### config.mk
export PLATFORM = sky130hd
export DESIGN_NAME = time_set_ctrl
export DESIGN_NICKNAME = d
export VERILOG_FILES = /design/src/rtl/clock_set_pkg.sv /design/src/rtl/btn_debounce.sv /design/src/rtl/time_set_ctrl.sv
export SDC_FILE = /design/constraint.sdc
export NUM_CORES = 1
export LEC_CHECK = 0
export ABC_AREA = 1
export BUFFER_PORTS_ARGS = -buffer_cell sky130_fd_sc_hd__buf_2
export CAP_MARGIN = 20
export CORE_ASPECT_RATIO = 1.2
export CORE_MARGIN = 1
export CORE_UTILIZATION = 27
export DETAILED_ROUTE_END_ITERATION = 16
export SYNTH_ARGS = -nofsm -noshare
export SYNTH_HDL_FRONTEND = slang
export SYNTH_SLANG_ARGS = --single-unit
### constraint.sdc
create_clock -name clk -period 4.3 [get_ports clk]
set_input_delay 0.645 -clock clk [delete_from_list [all_inputs] [get_ports clk]]
set_output_delay 0.645 -clock clk [all_outputs]
set_load 0.05 [all_outputs]
### src/rtl/clock_set_pkg.sv
// clock_set_pkg
//   Shared definitions for the clock-adjust front end and the display drivers:
//   the mode/state encoding, the per-field index constants and small helpers
//   that map a mode onto the field it adjusts.
package clock_set_pkg;

  typedef enum logic [2:0] {
    MODE_RUN    = 3'd0,
    MODE_SET_S  = 3'd1,
    MODE_SET_MI = 3'd2,
    MODE_SET_H  = 3'd3,
    MODE_SET_D  = 3'd4
  } mode_e;

  localparam int unsigned NUM_FIELDS = 4;
  localparam int unsigned FIELD_S    = 0;
  localparam int unsigned FIELD_MI   = 1;
  localparam int unsigned FIELD_H    = 2;
  localparam int unsigned FIELD_D    = 3;

  // One-hot mask of the field adjusted in mode m; all zero in RUN or for
  // an illegal encoding.
  function automatic logic [NUM_FIELDS-1:0] field_onehot(input mode_e m);
    logic [NUM_FIELDS-1:0] oh;
    oh = '0;
    case (m)
      MODE_SET_S:  oh[FIELD_S]  = 1'b1;
      MODE_SET_MI: oh[FIELD_MI] = 1'b1;
      MODE_SET_H:  oh[FIELD_H]  = 1'b1;
      MODE_SET_D:  oh[FIELD_D]  = 1'b1;
      default:     oh = '0;
    endcase
    return oh;
  endfunction

  // Successor in the RUN -> S -> MI -> H -> D -> RUN ring. Illegal encodings
  // fall back to RUN.
  function automatic mode_e next_mode(input mode_e m);
    mode_e n;
    case (m)
      MODE_RUN:    n = MODE_SET_S;
      MODE_SET_S:  n = MODE_SET_MI;
      MODE_SET_MI: n = MODE_SET_H;
      MODE_SET_H:  n = MODE_SET_D;
      default:     n = MODE_RUN;
    endcase
    return n;
  endfunction

  function automatic logic mode_is_legal(input mode_e m);
    return (m <= MODE_SET_D);
  endfunction

endpackage

### src/rtl/btn_debounce.sv
// btn_debounce
//   Conditions one raw push-button: 2-FF synchronizer, then a debouncer that
//   accepts a new level only after DEBOUNCE_CYCLES consecutive identical
//   synchronized samples. A debounced 0->1 transition gives a one-cycle press.
//   Raw edge to press: DEBOUNCE_CYCLES + 2 cycles.
// Ports:
//   clk     - clock
//   rst_n   - asynchronous active-low reset
//   btn_raw - raw asynchronous button, active high
//   level   - debounced level
//   press   - one-cycle pulse on a debounced rising edge (same cycle level rises)
module btn_debounce #(
  parameter int unsigned DEBOUNCE_CYCLES = 500000
) (
  input  logic clk,
  input  logic rst_n,
  input  logic btn_raw,
  output logic level,
  output logic press
);

  localparam int unsigned CW = $clog2(DEBOUNCE_CYCLES + 1);

  logic          sync1_q, sync2_q;
  logic          level_q, level_d;
  logic          press_q, press_d;
  logic [CW-1:0] cnt_q, cnt_d;

  // The counter holds the number of consecutive samples that disagree with
  // the accepted level; any agreeing sample restarts it, so it never wraps.
  always_comb begin
    level_d = level_q;
    press_d = 1'b0;
    cnt_d   = '0;
    if (sync2_q != level_q) begin
      if (cnt_q == CW'(DEBOUNCE_CYCLES - 1)) begin
        level_d = sync2_q;
        press_d = sync2_q;
      end else begin
        cnt_d = cnt_q + CW'(1);
      end
    end
  end

  always_ff @(posedge clk or negedge rst_n) begin
    if (!rst_n) begin
      sync1_q <= 1'b0;
      sync2_q <= 1'b0;
      level_q <= 1'b0;
      press_q <= 1'b0;
      cnt_q   <= '0;
    end else begin
      sync1_q <= btn_raw;
      sync2_q <= sync1_q;
      level_q <= level_d;
      press_q <= press_d;
      cnt_q   <= cnt_d;
    end
  end

  assign level = level_q;
  assign press = press_q;

endmodule

### src/rtl/time_set_ctrl.sv
// time_set_ctrl
//   User-adjust front end for the clock datapath. Conditions the mode/up/down
//   buttons, walks RUN -> SET_S -> SET_MI -> SET_H -> SET_D -> RUN on mode
//   presses, and produces per-field counter enables, single-cycle
//   increase/decrease pulses (with auto-repeat) and the display blink mask.
// Ports:
//   clk, rst                       - clock, asynchronous active-low reset
//   btn_mode, btn_up, btn_down     - raw active-high buttons
//   enable_pulse_1s                - 1 s tick generator enable (RUN only)
//   enable_cnt_{s,mi,h,d}          - per-counter enables
//   increase_{s,mi,h,d}            - one-cycle increment pulses
//   decrease_{s,mi,h,d}            - one-cycle decrement pulses
//   enable_display[5:0]            - blink mask; [3:0] = s,mi,h,d, [5:4] = 1
//   mode[2:0]                      - current state encoding
module time_set_ctrl
  import clock_set_pkg::*;
#(
  parameter int unsigned DEBOUNCE_CYCLES = 500000,
  parameter int unsigned REPEAT_DELAY    = 25000000,
  parameter int unsigned REPEAT_PERIOD   = 5000000,
  parameter int unsigned BLINK_HALF      = 12500000
) (
  input  logic       clk,
  input  logic       rst,
  input  logic       btn_mode,
  input  logic       btn_up,
  input  logic       btn_down,
  output logic       enable_pulse_1s,
  output logic       enable_cnt_s,
  output logic       enable_cnt_mi,
  output logic       enable_cnt_h,
  output logic       enable_cnt_d,
  output logic       increase_s,
  output logic       increase_mi,
  output logic       increase_h,
  output logic       increase_d,
  output logic       decrease_s,
  output logic       decrease_mi,
  output logic       decrease_h,
  output logic       decrease_d,
  output logic [5:0] enable_display,
  output logic [2:0] mode
);

  localparam int unsigned HW = $clog2(REPEAT_DELAY + 1);
  localparam int unsigned BW = $clog2(BLINK_HALF + 1);
  // After a repeat pulse the hold counter is reloaded so that it reaches
  // REPEAT_DELAY again REPEAT_PERIOD cycles later.
  localparam int unsigned REPEAT_RELOAD =
      (REPEAT_PERIOD >= REPEAT_DELAY) ? 1 : (REPEAT_DELAY - REPEAT_PERIOD + 1);

  localparam int unsigned BTN_MODE = 0;
  localparam int unsigned BTN_UP   = 1;
  localparam int unsigned BTN_DOWN = 2;

  // Reset asserts asynchronously and releases on a clock edge.
  logic rst_meta_q, rst_sync_q, rst_n_int;

  always_ff @(posedge clk or negedge rst) begin
    if (!rst) begin
      rst_meta_q <= 1'b0;
      rst_sync_q <= 1'b0;
    end else begin
      rst_meta_q <= 1'b1;
      rst_sync_q <= rst_meta_q;
    end
  end

  assign rst_n_int = rst_sync_q;

  logic [2:0] btn_raw, btn_lvl, btn_press;
  assign btn_raw = {btn_down, btn_up, btn_mode};

  for (genvar gi = 0; gi < 3; gi++) begin : g_btn
    btn_debounce #(.DEBOUNCE_CYCLES(DEBOUNCE_CYCLES)) u_debounce (
      .clk     (clk),
      .rst_n   (rst_n_int),
      .btn_raw (btn_raw[gi]),
      .level   (btn_lvl[gi]),
      .press   (btn_press[gi])
    );
  end

  // Only the press event of the mode button matters, not its level.
  logic unused_mode_lvl;
  assign unused_mode_lvl = btn_lvl[BTN_MODE];

  logic mode_press, up_press, down_press, up_lvl, down_lvl;
  assign mode_press = btn_press[BTN_MODE];
  assign up_press   = btn_press[BTN_UP];
  assign down_press = btn_press[BTN_DOWN];
  assign up_lvl     = btn_lvl[BTN_UP];
  assign down_lvl   = btn_lvl[BTN_DOWN];

  mode_e                 state_q, state_d;
  logic [HW-1:0]         hold_q, hold_d;
  logic [BW-1:0]         blink_cnt_q, blink_cnt_d;
  logic                  blink_q, blink_d;
  logic [NUM_FIELDS-1:0] inc_q, inc_d, dec_q, dec_d;
  logic [NUM_FIELDS-1:0] field_sel;
  logic                  set_mode;
  logic                  one_high;
  logic                  fire;

  assign field_sel = field_onehot(state_q);
  assign set_mode  = |field_sel;
  assign one_high  = up_lvl ^ down_lvl;

  // Next state
  always_comb begin
    state_d = state_q;
    if (mode_press || !mode_is_legal(state_q)) begin
      state_d = next_mode(state_q);
    end
  end

  // Pulse generation and hold/repeat counter. hold_q == 0 means "not armed":
  // only a press event accepted while exactly one of up/down is high arms it,
  // so a press discarded by a conflict never starts auto-repeat.
  always_comb begin
    hold_d = '0;
    fire   = 1'b0;
    inc_d  = '0;
    dec_d  = '0;
    if (set_mode && !mode_press && one_high) begin
      if (up_press || down_press) begin
        fire   = 1'b1;
        hold_d = HW'(1);
      end else if (hold_q != '0) begin
        if (hold_q == HW'(REPEAT_DELAY)) begin
          fire   = 1'b1;
          hold_d = HW'(REPEAT_RELOAD);
        end else begin
          hold_d = hold_q + HW'(1);
        end
      end
    end
    if (fire) begin
      if (up_lvl) inc_d = field_sel;
      else        dec_d = field_sel;
    end
  end

  // Blink: any state change restarts the phase at "visible"; in RUN the
  // counter idles at 0.
  always_comb begin
    blink_cnt_d = '0;
    blink_d     = 1'b1;
    if (set_mode && (state_d == state_q)) begin
      if (blink_cnt_q == BW'(BLINK_HALF - 1)) begin
        blink_cnt_d = '0;
        blink_d     = ~blink_q;
      end else begin
        blink_cnt_d = blink_cnt_q + BW'(1);
        blink_d     = blink_q;
      end
    end
  end

  always_ff @(posedge clk or negedge rst_n_int) begin
    if (!rst_n_int) begin
      state_q     <= MODE_RUN;
      hold_q      <= '0;
      blink_cnt_q <= '0;
      blink_q     <= 1'b1;
      inc_q       <= '0;
      dec_q       <= '0;
    end else begin
      state_q     <= state_d;
      hold_q      <= hold_d;
      blink_cnt_q <= blink_cnt_d;
      blink_q     <= blink_d;
      inc_q       <= inc_d;
      dec_q       <= dec_d;
    end
  end

  // Output decode
  logic [NUM_FIELDS-1:0] en_cnt;
  logic [NUM_FIELDS-1:0] disp_fields;

  assign en_cnt      = set_mode ? field_sel : '1;
  assign disp_fields = set_mode ? (~field_sel | {NUM_FIELDS{blink_q}}) : '1;

  assign enable_pulse_1s = ~set_mode;
  assign enable_cnt_s    = en_cnt[FIELD_S];
  assign enable_cnt_mi   = en_cnt[FIELD_MI];
  assign enable_cnt_h    = en_cnt[FIELD_H];
  assign enable_cnt_d    = en_cnt[FIELD_D];
  assign increase_s      = inc_q[FIELD_S];
  assign increase_mi     = inc_q[FIELD_MI];
  assign increase_h      = inc_q[FIELD_H];
  assign increase_d      = inc_q[FIELD_D];
  assign decrease_s      = dec_q[FIELD_S];
  assign decrease_mi     = dec_q[FIELD_MI];
  assign decrease_h      = dec_q[FIELD_H];
  assign decrease_d      = dec_q[FIELD_D];
  assign enable_display  = {2'b11, disp_fields};
  assign mode            = state_q;

endmodule

Yosys cells after proc, flatten, opt, wreduce, memory -nomap -nowiden
Cells that the tools add are included.
- add/subtract/negate cells: 5
- order comparisons: 1
- equality and inequality tests: 14
- multiplexer cells: 36
- bitwise operators: 5
- reduce and logical (&&, ||, !) cells: 13
- operators with widths (operator ; count):
    19-bit 2-to-1 mux ; 6
    25-bit 2-to-1 mux ; 4
    19-bit by 1-bit adder with 19-bit output, second input constant ; 3
    19-bit equality test, second input constant ; 3
    24-bit 2-to-1 mux ; 2
    25-bit by 1-bit adder with 25-bit output, second input constant ; 1
    25-bit equality test, second input constant ; 1
    25-bit nonzero test ; 1
    24-bit by 1-bit adder with 24-bit output, second input constant ; 1
    24-bit equality test, second input constant ; 1
    4-bit 2-to-1 mux ; 6
    1-bit 2-to-1 mux ; 16
    3-bit case mux with 4 select lines ; 1
    3-bit by 2-bit equality test with 1-bit output, second input constant ; 2
    2-bit AND reduction ; 3
    4-bit inverter ; 1
    4-bit bitwise OR ; 1
    4-bit OR reduction ; 1
    3-bit by 1-bit equality test with 1-bit output, second input constant ; 1
    3-bit equality test ; 1
    3-bit equality test, second input constant ; 1
    3-bit <= comparator, second input constant ; 1
    1-bit logical AND ; 3
    3-bit logical NOT ; 1
    other kinds (7) ; 12
- flip-flop bits (word level): 132
- bits of input ports: 5
- output and inout port bits: 22
- word-level logic and storage cells: 97

Logic depth before layout (Yosys ltp)
- depth after elaboration: 7
- gate-level depth with buffers: 11
- gate-level depth less buffers: 11

Cells and area by module
Synthesis repeated with hierarchy kept, for this count alone.
- cell total of the unflattened synthesis: 995
- area total of the unflattened synthesis: 7473.4 sq um
- modules (own cells, without submodules) (module ; times used ; cells each ; area an instance (sq um) ; seq. area each (sq um)):
    time_set_ctrl ; 1 ; 549 ; 3806.2 ; 1577.8
    btn_debounce (g_btn[0].u_debounce ...) ; 2 ; 149 ; 1223.7 ; 575.6
    btn_debounce (g_btn[2].u_debounce) ; 1 ; 148 ; 1219.9 ; 575.6

Worst setup path after synthesis
No wires, ideal clock.
- path type: reg2out
- start point: register state_q[2] (netlist: mode[2])
- end point: output enable_cnt_h
- arrival time: 1.818 ns
- required time: 3.655 ns
- slack: 1.837 ns
- cell stages (with the launch flop): 7
- buffers on the path: 0
- cells stage by stage: dfrtp_1 > inv_1 > nand2_1 > nor2_1 > inv_1 > nand2_1 > nor2_1
- word-level cells in the longest chain between the ends: 4
- elaborated cells on any way between the ends: 10
- classes of those cells: eq/ne (4); mux (5); reduce/logical (1)
- RTL lines (what ; line ; text):
    start: declaration ; time_set_ctrl.sv:95 ; mode_e state_q, state_d;
    start signal: assignment ; time_set_ctrl.sv:169 ; state_q <= state_d;
    3-bit by 1-bit equality test with 1-bit output, or another cell as far along ; clock_set_pkg.sv:26 ; case (m)
    1-bit 2-to-1 mux ; clock_set_pkg.sv:26 ;
    4-bit OR reduction ; time_set_ctrl.sv:106 ; assign set_mode = |field_sel;
    4-bit 2-to-1 mux (*) ; time_set_ctrl.sv:182 ; assign en_cnt = set_mode ? field_sel : '1;
    end: declaration ; time_set_ctrl.sv:31 ; output logic enable_cnt_h,
Mark *: on every way between the ends. The rest lies on a longest branch, timed or not.

Worst setup path in the final report
- start point: register state_q[2] (netlist: mode[2])
- end point: output enable_display[2]
- word-level cells in the longest chain between the ends: 5
- elaborated cells on any way between the ends: 12
- classes of those cells: eq/ne (4); mux (5); bitwise (2); reduce/logical (1)
- RTL lines (what ; line ; text):
    3-bit by 2-bit equality test with 1-bit output ; clock_set_pkg.sv:26 ;
    1-bit 2-to-1 mux ; clock_set_pkg.sv:26 ;
    4-bit inverter ; time_set_ctrl.sv:183 ; assign disp_fields = set_mode ? (~field_sel | {NUM_FIELDS{blink_q}}) : '1;
    4-bit bitwise OR ; time_set_ctrl.sv:183 ;
    4-bit 2-to-1 mux (*) ; time_set_ctrl.sv:183 ;
    end: declaration ; time_set_ctrl.sv:41 ; output logic [5:0] enable_display,
Marks and branches as above.

==> qor.txt <==
============================================================================
Sw frac                                                                24.2%
Worst-case vdd ir drop                                              0.258 mV
CP Max Fanout                                                              4
Compound-Gate Fraction of Synth Area                                   3.22%
Synthesized instance count                                             1,049
Family with the most delay on the worst path                    simple AND/OR/NAND/NOR gates
Proportion of power drawn by the clock network                         52.0%
Gates resized, CTS repair                                                  0
Ports placed on the boundary                                              27
Antenna violations before repair                                           0
Final Max Tran Viols                                                       0
Share of layout cells above drive strength 1                           9.91%
Number of buffers created by CTS                                          17
Root buffer selected by CTS                                     sky130_fd_sc_hd__clkbuf_16
Total length of routed wires                                         16.8 mm
Quantity of I/O buffers inserted on ports                                 24
Dominant combinational cell family by area after synthesis      simple AND/OR/NAND/NOR gates
Max incr delay on CP                                                 0.41 ns
Height of the die                                                     184 um
Post-synthesis simple-gate area fraction                               39.8%
Multi-input gate area in the final layout                        0.00365 mm2
CTS HTree Levels                                                           4
Count of standard-cell rows                                               66
Setup CP Type                                                        reg2out
Antenna-violating nets left                                                0
Final total negative setup slack                                        0 ns
Flip-flop cell with the highest count after synthesis           sky130_fd_sc_hd__dfrtp_1
Net Switching                                                         665 uW
Antenna Diode Count                                                        0
Post-detailed-route DRC marker count                                       0
Cell-internal power                                                  2090 uW
Mean routed wirelength per cell                                      11.7 um
Kind of start point of the critical path                                flop
Reported max-cap violation count                                           0
Multiplexer area fraction after synthesis                                 0%
Warnings from Yosys                                                        0
Final core utilization                                                 31.7%
Final GP Congestion                                                    0.879
Sequence of cells on the critical path                          inv_1 > nand2_1 > nor2_1 > nand2_1 > buf_2
Data arrival time of the critical path                               1.70 ns
Seq. cell area                                                   0.00331 mm2
Start point of the critical path                                     mode[2]
Number of vias per cell                                                 4.44
Post-synthesis instance area                                     0.00749 mm2
Starting utilization of the core area                                  27.6%
XOR/XNOR share of the synthesized area                                 4.56%
Fraction of power consumed by combinational cells                       1.8%
Number of flops mapped to enable cells by yosys                            0
Fill cell instance count of the final layout                           2,889
Period utilisation layout                                              54.6%
Max frequency                                                        426 MHz
Area growth, synth to finish                                           14.9%
Leftover overflow at the end of global routing                             0
Clock network latency to the later pin of the worst-skew pair        0.42 ns
Area of the placeable core                                        0.0272 mm2
Unrepaired setup endpoints after global routing                        false
DRC marker count from the first detailed-route iteration                 309
First-pass GRT wire length                                           29.7 mm
Final worst clock skew                                             0.0112 ns
First-pass DRT Iterations                                                  5
CP max-delay cell                                               sky130_fd_sc_hd__dfrtp_1
Fin crit period                                                      2.35 ns
Adder and majority cell fraction of the synthesized area               1.00%
Maximum number of pins on one net before global-route repair              79
Total buffers and inverters traversed by the critical path                 2
Routed vias                                                            6,390
Vias in the first global route                                         6,385
Sinks on Clock Net                                                       132
Post-synth ARST share                                                   100%
Mean instance size in the synthesized netlist                       7.14 um2
DIE AREA                                                          0.0284 mm2
CTS tree                                                                 yes
Crit path setup slack, layout                                        1.95 ns
Final Hold Fails                                                           0
Detailed-placement wirelength estimate                               12.7 mm
Leakage component of the power                                    0.00357 uW
Part of the total power dissipated in sequential elements              46.2%
CTS clk-pin slew, worst paths                                        0.06 ns
Startpoint of the worst hold path                                     btn_up
Flip-flop and latch count after synthesis                                132
Pre-CTS setup slack                                                  2.38 ns
Total chip power                                                     2750 uW
PwrDens                                                           320 mW/mm2
Required time at the endpoint of the critical path                   3.65 ns
Die outline width                                                     154 um
Worst hold-check path type                                            in2reg
Critical path's most frequent cell                              sky130_fd_sc_hd__nand2_1
Measured slew at the worst slew-check pin                           0.707 ns
Headroom to the max-slew limit                                         52.8%
Net count of the finished layout                                       1,098
FF-to-FF Start                                                     hold_q[0]
Maximum clock path buffer count                                            2
Worst setup EP type                                               output pin
Count of cell types in the netlist                                        36
Setup violation total in the final timing report                           0
Sequential element share of the synthesized area                       44.1%
Status                                                          finished clean
GRT Util Overall                                                       13.0%
============================================================================
## cell usage after synthesis, types with 2 or more instances
| cell type | instances | area [um2] |
|---|---|---|
| sky130_fd_sc_hd__xnor2_1 | 8 | 70.1 |
| sky130_fd_sc_hd__nand2_1 | 264 | 991 |
| sky130_fd_sc_hd__nand4_1 | 21 | 131 |
| sky130_fd_sc_hd__and2_0 | 2 | 12.5 |
| sky130_fd_sc_hd__nor2_1 | 255 | 957 |
| sky130_fd_sc_hd__nor3b_1 | 8 | 60.1 |
| sky130_fd_sc_hd__o21ai_1 | 2 | 10.0 |
| sky130_fd_sc_hd__nand3_1 | 78 | 390 |
| sky130_fd_sc_hd__inv_1 | 125 | 469 |
| sky130_fd_sc_hd__nor3_1 | 11 | 55.1 |
| sky130_fd_sc_hd__ha_1 | 6 | 75.1 |
| sky130_fd_sc_hd__o21ai_0 | 15 | 75.1 |
| sky130_fd_sc_hd__a211oi_1 | 2 | 15.0 |
| sky130_fd_sc_hd__buf_2 | 3 | 15.0 |
| sky130_fd_sc_hd__buf_4 | 3 | 22.5 |
| sky130_fd_sc_hd__nor2_2 | 23 | 144 |
| sky130_fd_sc_hd__o21bai_1 | 2 | 15.0 |
| sky130_fd_sc_hd__a21oi_1 | 22 | 110 |
| sky130_fd_sc_hd__clkbuf_1 | 2 | 7.51 |
| sky130_fd_sc_hd__inv_2 | 3 | 11.3 |
| sky130_fd_sc_hd__nor2_4 | 8 | 90.1 |
| sky130_fd_sc_hd__xor2_1 | 31 | 272 |
| sky130_fd_sc_hd__nand2_2 | 8 | 50.1 |
| sky130_fd_sc_hd__nand3_2 | 5 | 50.1 |
| sky130_fd_sc_hd__dfrtp_1 | 131 | 3280 |
## cell families (layout without fill, tap and decap cells)
kind of cell    count (synthesis)  count (layout)
simple gates                  689             689
buf+inv                       137             186
flops                         132             132
compound gates                 45              45
xor+xnor                       39              39
fa+ha+maj                       6               6
other cells                     1               3
## layout by cell type, fill, tap and decap left out, drive strengths merged
cell / count
dlygate4sd3: 1
or2: 1
and2: 3
xnor2: 8
inv: 137
nand4: 21
nor3b: 8
clkinv: 1
a21oi: 23
a211oi: 2
o21ai: 17
clkbuf: 17
buf: 25
bufinv: 1
conb: 3
o21bai: 2
nor4: 1
a22oi: 1
clkinvlp: 4
xor2: 31
nand3: 84
dfrtp: 131
nor3: 11
nor2: 286
nand2: 273
ha: 6
and3: 1
dfstp: 1
## final timing paths
kind	end	slack (ns)	depth (start not counted)
min in group asynchronous	g_btn[0].u_debounce.cnt_q[1]	0.38	0
min reg2reg	rst_n_int	0.35	0
max	enable_display[2]	1.95	5
max reg2reg	hold_q[23]	2.63	9
min	g_btn[1].u_debounce.sync1_q	0.33	1
max in group asynchronous	blink_q	3.03	1
## state kept, by name (all words and copies together), names as in the netlist
| name | cells |
|---|---|
| blink_cnt_q | 24 |
| hold_q | 25 |
| g_btn.u_debounce.sync1_q | 3 |
| g_btn.u_debounce.sync2_q | 3 |
| g_btn.u_debounce.cnt_q | 57 |
| blink_q | 1 |
| g_btn.u_debounce.press | 3 |
| rst_n_int | 1 |
| mode | 3 |
| dec_q | 4 |
| inc_q | 4 |
| g_btn.u_debounce.level | 3 |
| rst_meta_q | 1 |
## final cells by class
type,instances,area share (%)
Clock buffer,17,4.94
Clock inverter,15,1.89
Inverter,128,5.58
Multi-Input combinational cell,782,42.5
Sequential cell,132,38.4
Tap cell,340,4.94
Timing Repair Buffer,26,1.74
## power groups by stage
stage	sequential, uW	clock [uW]	combinational (uW)
2_1_floorplan	1300	0	27.7
3_3_place_gp	1290	0	51.1
3_5_place_dp	1290	0	51.4
4_1_cts	1270	1470	52.3
5_1_grt	1270	1520	59.2
6_report	1270	1430	50.1
## stage by stage
| stage | instance area, um2 | std cells | hold WS [ns] |
|---|---|---|---|
| floorplan | 7500 | 1051 | 0.331 |
| global placement | 8010 | 1407 | 0.333 |
| detailed placement | 8010 | 1407 | 0.339 |
| CTS | 8610 | 1440 | 0.314 |
| global route | 8610 | 1440 | 0.320 |
| finish | 8610 | 1440 | 0.331 |
## timing repair
item,in CTS,in global routing
endpoints found under the setup margin,0,0
buffers inserted,0,0
hold buffers,1,0
endpoints found under the hold margin,2,0
## metal layers
layer	part of all wire (%)	GRT usage, %
met5	0	0
met4	3.2	6.12
met3	3.6	3.01
met2	47	22.1
met1	46	15.5
Power figures use the tool's default switching activity.
